--- src/rtl/spike_rate_encoder.sv ---
`timescale 1ns/1ps
// Rate-coded spike encoder: an 8-bit intensity is integrated once per timestep
// and every accumulator overflow becomes a one-cycle spike on spike_out.
module spike_rate_encoder #(
  parameter int WINDOW = 16,
  parameter int CNT_W  = 5
) (
  input  logic             clk,
  input  logic             rst,
  input  logic             in_valid,
  input  logic [7:0]       in_value,
  output logic             in_ready,
  input  logic             step_en,
  input  logic             flush,
  output logic             spike_out,
  output logic             busy,
  output logic             frame_done,
  output logic [CNT_W-1:0] spike_count
);

  // state | meaning
  // IDLE  | no frame active; promotes the pending value when one is queued
  // RUN   | encoding cur_val, one accumulate per step_en
  typedef enum logic {S_IDLE = 1'b0, S_RUN = 1'b1} state_t;

  localparam int                STEP_W    = (WINDOW > 1) ? $clog2(WINDOW) : 1;
  localparam logic [STEP_W-1:0] LAST_STEP = STEP_W'(WINDOW - 1);

  state_t            r_state;
  state_t            w_state_nxt;
  logic [7:0]        r_pend_val;
  logic              r_pend_v;
  logic [7:0]        r_cur_val;
  logic [7:0]        r_acc;
  logic [STEP_W-1:0] r_step_cnt;
  logic [CNT_W-1:0]  r_run_cnt;
  logic              r_spike_out;
  logic              r_frame_done;
  logic              r_busy;
  logic [CNT_W-1:0]  r_spike_count;

  logic [8:0]        w_sum;
  logic              w_step;
  logic              w_last;
  logic              w_load;
  logic              w_accept;

  // acc only keeps the residue below 256; the carry out is the spike
  assign w_sum = {1'b0, r_acc} + {1'b0, r_cur_val};

  always_ff @(posedge clk or negedge rst) begin
    if (!rst) r_state <= S_IDLE;
    else      r_state <= w_state_nxt;
  end

  always_comb begin
    w_state_nxt = r_state;
    if (flush) begin
      w_state_nxt = S_IDLE;
    end else begin
      case (r_state)
        S_IDLE:  if (r_pend_v) w_state_nxt = S_RUN;
        S_RUN:   if (w_last && !r_pend_v) w_state_nxt = S_IDLE;
        default: w_state_nxt = S_IDLE;
      endcase
    end
  end

  always_comb begin
    in_ready = !r_pend_v && !flush;
    w_accept = in_valid && in_ready;
    w_step   = (r_state == S_RUN) && step_en && !flush;
    w_last   = w_step && (r_step_cnt == LAST_STEP);
    w_load   = !flush && r_pend_v && ((r_state == S_IDLE) || w_last);
  end

  always_ff @(posedge clk or negedge rst) begin
    if (!rst) begin
      r_pend_val    <= '0;
      r_pend_v      <= 1'b0;
      r_cur_val     <= '0;
      r_acc         <= '0;
      r_step_cnt    <= '0;
      r_run_cnt     <= '0;
      r_spike_out   <= 1'b0;
      r_frame_done  <= 1'b0;
      r_busy        <= 1'b0;
      r_spike_count <= '0;
    end else begin
      r_spike_out  <= 1'b0;
      r_frame_done <= 1'b0;
      r_busy       <= (w_state_nxt == S_RUN);
      if (flush) begin
        r_pend_v   <= 1'b0;
        r_acc      <= '0;
        r_step_cnt <= '0;
        r_run_cnt  <= '0;
      end else begin
        if (w_accept) begin
          r_pend_val <= in_value;
          r_pend_v   <= 1'b1;
        end
        if (w_step) begin
          r_spike_out <= w_sum[8];
          r_acc       <= w_sum[7:0];
          r_step_cnt  <= r_step_cnt + STEP_W'(1);
          r_run_cnt   <= r_run_cnt + CNT_W'(w_sum[8]);
        end
        if (w_last) begin
          r_frame_done  <= 1'b1;
          r_spike_count <= r_run_cnt + CNT_W'(w_sum[8]);
        end
        // back-to-back frames: the queued value takes over on the last step
        if (w_load) begin
          r_cur_val  <= r_pend_val;
          r_pend_v   <= 1'b0;
          r_acc      <= '0;
          r_step_cnt <= '0;
          r_run_cnt  <= '0;
        end
      end
    end
  end

  assign spike_out   = r_spike_out;
  assign frame_done  = r_frame_done;
  assign busy        = r_busy;
  assign spike_count = r_spike_count;

endmodule
--- config.mk ---
export PLATFORM = sky130hd
export DESIGN_NAME = spike_rate_encoder
export DESIGN_NICKNAME = d
export VERILOG_FILES = /design/src/rtl/spike_rate_encoder.sv
export SDC_FILE = /design/constraint.sdc
export NUM_CORES = 1
export LEC_CHECK = 0
export CORE_UTILIZATION = 55
export CTS_CLUSTER_DIAMETER = 80
export DETAILED_ROUTE_END_ITERATION = 6
export PLACE_DENSITY = 0.78
export SYNTH_ARGS = -nofsm -noshare
export SYNTH_HDL_FRONTEND = slang
export SYNTH_SLANG_ARGS = --single-unit
export TNS_END_PERCENT = 20
--- constraint.sdc ---
create_clock -name clk -period 7.8 [get_ports clk]
set_clock_uncertainty 0.1 [all_clocks]
set_input_delay 0.78 -clock clk [delete_from_list [all_inputs] [get_ports clk]]
set_output_delay 0.78 -clock clk [all_outputs]
set_load 0.005 [all_outputs]
* Yosys cells after proc, flatten, opt, wreduce, memory -nomap -nowiden
Index checks and enable logic that the tools add are counted.
** Operators by class
- $add $sub $neg :: 3
- Bitwise logic cells :: 2
- Muxes and demuxes :: 20
- Eq/ne operators :: 1
- Reduce and logical (&&, ||, !) cells :: 16
** Operator list (count)
- 8-bit two-way mux :: 3
- 5-bit two-way mux :: 3
- 4-bit two-way mux :: 3
- 1-bit two-way mux :: 10
- 8-bit by 8-bit adder with 9-bit output :: 1
- 1-bit logical AND :: 8
- 2-bit AND reduction :: 3
- 3-bit nonzero test :: 2
- 5-bit by 1-bit adder with 5-bit output :: 1
- 4-bit by 1-bit adder with 4-bit output (second input constant) :: 1
- 4-bit equality test (second input constant) :: 1
- 1-bit zero test :: 2
- 1-bit NOT :: 2
- 1-bit one-hot mux with 2 select lines :: 1
- 1-bit logical OR :: 1
** Word-level totals
- Word-level logic and storage cells :: 52
- Input port bits :: 13
- Output and inout bits :: 9
- Register bits after elaboration :: 42

* Depth between registers and ports, before layout
- Word-level depth :: 7
- Depth in mapped cells :: 13
- Mapped depth without buffers :: 13

* Worst setup path before layout
No wires, ideal clock.
- Kind :: register -> register
- From :: reg r_cur_val[0]
- To :: reg r_run_cnt[4]
- Library setup time :: 73 ps
- Cell stages (with the launch flop) :: 14
- Slack :: 5104 ps
- Arrival time :: 2523 ps
- Clock period less this slack :: 2696 ps
- Required time :: 7627 ps
- Buffers on the path :: 0
- Cell sequence :: dfrtp_1 -> ha_1 -> inv_1 -> fa_1 -> and2b_1 -> o31a_1 -> o22ai_1 -> o21a_1 -> nor2_1 -> ha_1 -> ha_1 -> nand3_1 -> or3_1 -> a21oi_2
** Between the ends
- Word-level cells in the longest chain between the ends :: 5
** RTL lines
- from (decl) :: line 33 : logic [7:0] r_cur_val;
- from (signal assigned) :: line 115 : r_cur_val <= r_pend_val;
- 8-bit by 8-bit adder with 9-bit output :: line 49 : assign w_sum = {1'b0, r_acc} + {1'b0, r_cur_val};
- 5-bit by 1-bit adder with 5-bit output :: line 107 : r_run_cnt <= r_run_cnt + CNT_W'(w_sum[8]);
- 5-bit two-way mux :: line 103 : if (w_step) begin
- 5-bit two-way mux :: line 114 : if (w_load) begin
- 5-bit two-way mux :: line 93 : if (flush) begin
- to (signal assigned) :: line 107
- to (decl) :: line 36 : logic [CNT_W-1:0] r_run_cnt;
Every way passes these cells. The select of a mux whose other input is x is not followed.
A chain may end at the register's enable or synchronous reset.

* Worst setup path in the final report
Ends and elaborated chain as after synthesis.

==> metrics <==
MaxCap Viol Count 0; DR vias 1479; largest family of logic cells by synthesized area simple AND/OR/NAND/NOR gates; DRC 0; CP peak stage delay approximately 360 ps; Post-Syn Nets roughly 220; crit-path most repeated cell ha_1; Worst Max-Slew Pin Slew 902 ps; Post-DP HPWL approximately 2700 µm; drt total wl ~3800 µm; Post-CTS Hold Fix Bufs 0; CTS tree built; internal power 0.359 mW; Final Hold Fails 0; mux cell area share after synthesis 0.106; worst-skew pair later-pin latency a little under 300 ps; #FFs+latches synth 42; starting DRC count in detailed routing 50; Combinational Power Share 0.196; critical path required time 7920 ps; first-pass iteration count of the detailed router 4; worst r2r dst r_run_cnt[4]$_DFFE_PN0P_; Pleak about 1.1 nW; Pins Over Slew Limit 0; number of H-tree levels 2; fill cell count approximately 280; Synth Instances slightly below 200; adder and majority gate portion of the synthesized area 0.0753; compound-gate portion of the synthesized area 0.105; final worst-path cycle share 0.375; peak supply drop ~0.00015 V; Post-CTS Setup Bufs 0; Net Sw Power around 0.13 mW; Chip Width 63.7 µm; XOR/XNOR Fraction of Synth Area 0.0335; syn_area_per_cell between 10 and 15 µm²; WL per Instance 14.6 µm; Reg-to-Reg Start r_cur_val[0]$_DFFE_PN0P_; first-pass GRT wire length slightly below 7000 µm; clock root buffer clkbuf_8; TNS Setup 0 ps; diode count 0; largest net degree at the start of global routing 43; YS warnings 0; Vias/cell between 5 and 6; crit path cell chain ha_1 -> inv_1 -> fa_1 -> and2b_1 -> o31a_1 -> o22ai_1 -> o21a_1 -> nor2_1 -> ha_1 -> ha_1 -> nand3_1 -> or3_1 -> a21oi_2; IO Pins 22; placer congestion estimate roughly 0.8; min cycle time layout 2920 ps; Buffers on Ports 21; Reg2Reg Setup Slack 4880 ps; Hold EP r_cur_val[7]$_DFFE_PN0P_; DIE AREA ~4100 µm²; critical path data arrival time approximately 3000 ps; Power Density between 200 and 250 nW/µm²; Reg2Reg Depth 13; HP Class reg -> reg; GRT Overall Usage 0.222; Clock power frac 0.276; Sw Ratio 0.273; Area Growth Syn to Fin 14.2%; deepest clock path buffer count 2; worst-path maximum fanout 3; Core Area approximately 3700 µm²; # setup viols final 0; Slowest cell on crit path fa_1; relative slew slack 0.398; Hold Startpoint r_pend_val[7]$_DFFE_PN0P_; worst hold slack between 400 and 500 ps; status completed; final cell count without fillers around 260; multi-input logic area between 900 and 1000 µm²; Final Power around 0.5 mW; clock slew at reported path FFs approximately 70 ps; sequential fraction of the synthesis area 0.502; Max Clock Freq 342 MHz; crit path kind reg -> reg; hold path depth 1; Routed Antenna Nets 0; gr ovfl total 0; share of cells above drive strength 1 0.158; placed cells approximately 260; Post-Synth Simple-Gate Area 0.140; Final #Nets approximately 240; Sequential Area about 1100 µm²; CTS resizes 0; Yosys cell types 38; initial antenna violation count 0; die height about 64 µm; num rows 22; CP top delay family adder cells; CP Capture Type flip-flop; number of global-route vias before repair roughly 1600; RSZ-0062 raised after global routing no; worst path bufs/invs 1; CTS buffer count 5; CTS Sinks 42; Synth Cell Area 2090 µm²; Initial Utilization 0.572; Sequential Power Share 0.528; Startpoint Class flip-flop; share of the core filled with cells 0.653
-- cell type report --
cell class | count | area share
inverters | 7 | 0.0110
flip-flops and latches | 42 | 0.440
clock buffers | 6 | 0.0346
well taps | 48 | 0.0251
repair buffers | 21 | 0.0859
multi-input cells | 139 | 0.404
-- synthesized netlist by cell type, drive strengths merged --
library cell / n / area, µm²
or2: 1 / 6.26
clkbuf: 1 / 3.75
a21oi: 20 / 115
and2b: 1 / 7.51
xnor2: 2 / 17.5
mux2i: 2 / 20.0
and4: 1 / 8.76
nor2: 21 / 81.3
nor4: 1 / 6.26
nor3: 5 / 30.0
nor2b: 1 / 6.26
nand2: 19 / 73.8
a31oi: 1 / 6.26
xor2: 6 / 52.6
o21a: 2 / 15.0
nand3: 6 / 30.0
buf: 7 / 47.5
fa: 1 / 20.0
o21ai: 7 / 35.0
nand2b: 1 / 6.26
o22ai: 1 / 6.26
a221o: 1 / 10.0
a211oi: 2 / 15.0
nand4: 1 / 6.26
mux2: 18 / 203
and2: 2 / 12.5
a2111oi: 1 / 8.76
o31a: 1 / 8.76
inv: 7 / 26.3
ha: 11 / 138
dfrtp: 42 / 1050
or3: 3 / 18.8
-- kinds of logic (layout without fill, tap and decap cells) --
| logic type | Yosys count | after routing |
|---|---|---|
| xor gates and xnor gates | 8 | 8 |
| and+or+nand+nor | 63 | 63 |
| AOI/OAI and AO/OA | 36 | 36 |
| adders and majority gates | 12 | 12 |
| buffers and inverters | 15 | 34 |
| DFF | 42 | 42 |
| muxes | 20 | 20 |
-- state kept, by name, summed over array words and instances, names as in the netlist --
name         cells
r_run_cnt        5
r_pend_v         1
busy             1
frame_done       1
spike_count      5
r_pend_val       8
r_acc            8
r_step_cnt       4
r_cur_val        8
spike_out        1
-- layer usage --
layer / GRT usage / routed length (µm)
met3: 0.0580 / 119
met2: 0.394 / 1960
met1: 0.241 / 1680
met5: 0 / 0
met4: 0.111 / 75
-- worst reg2reg max path, stage by stage (launching register included) --
cell and delay, ps:
dfrtp_1 350, ha_1 170, inv_1 60, fa_1 360
and2b_1 240, o31a_1 160, o22ai_1 130, o21a_1 200
nor2_1 110, ha_1 170, ha_1 200, nand3_1 130
or3_1 340, a21oi_2 130
-- how the worst max path moves through the flow --
stage | startpoint | to | depth (start not counted)
after floorplan | r_cur_val[0]$_DFFE_PN0P_ | r_run_cnt[4]$_DFFE_PN0P_ | 13
final | r_cur_val[0]$_DFFE_PN0P_ | r_run_cnt[4]$_DFFE_PN0P_ | 13
after global placement | flush | in_ready | 3
after CTS | r_cur_val[0]$_DFFE_PN0P_ | r_run_cnt[4]$_DFFE_PN0P_ | 13
after detailed placement | r_cur_val[0]$_DFFE_PN0P_ | r_run_cnt[4]$_DFFE_PN0P_ | 13
after global routing | r_cur_val[0]$_DFFE_PN0P_ | r_run_cnt[4]$_DFFE_PN0P_ | 13
-- placed cells by master (no fill, tap or decap), types with 3 or more instances in the layout --
master / n
dfrtp_1: 42
nand3_1: 6
o21ai_0: 7
ha_1: 11
nor2_1: 20
clkdlybuf4s50_1: 20
xor2_1: 6
nand2_1: 18
clkbuf_8: 6
a21oi_1: 16
a21oi_2: 4
inv_1: 6
nor3_1: 4
mux2_2: 18
or3_1: 3
-- stage by stage --
step	worst slack (ps)	instance area, µm²
finish	4880	2390
global placement	4950	2310
CTS	4870	2390
detailed placement	4890	2310
global route	4590	2390
floorplan	5100	2090
-- power groups by stage --
stage	Sequential (mW)	Clock, mW	Combinational [mW]
final	0.261	0.137	0.0967
after global routing	0.264	0.150	0.110
after CTS	0.261	0.142	0.0978
after detailed placement	0.265	0	0.0975
after global placement	0.263	0	0.0929
after floorplan	0.259	0	0.0741
Power figures use the tool's default switching activity.
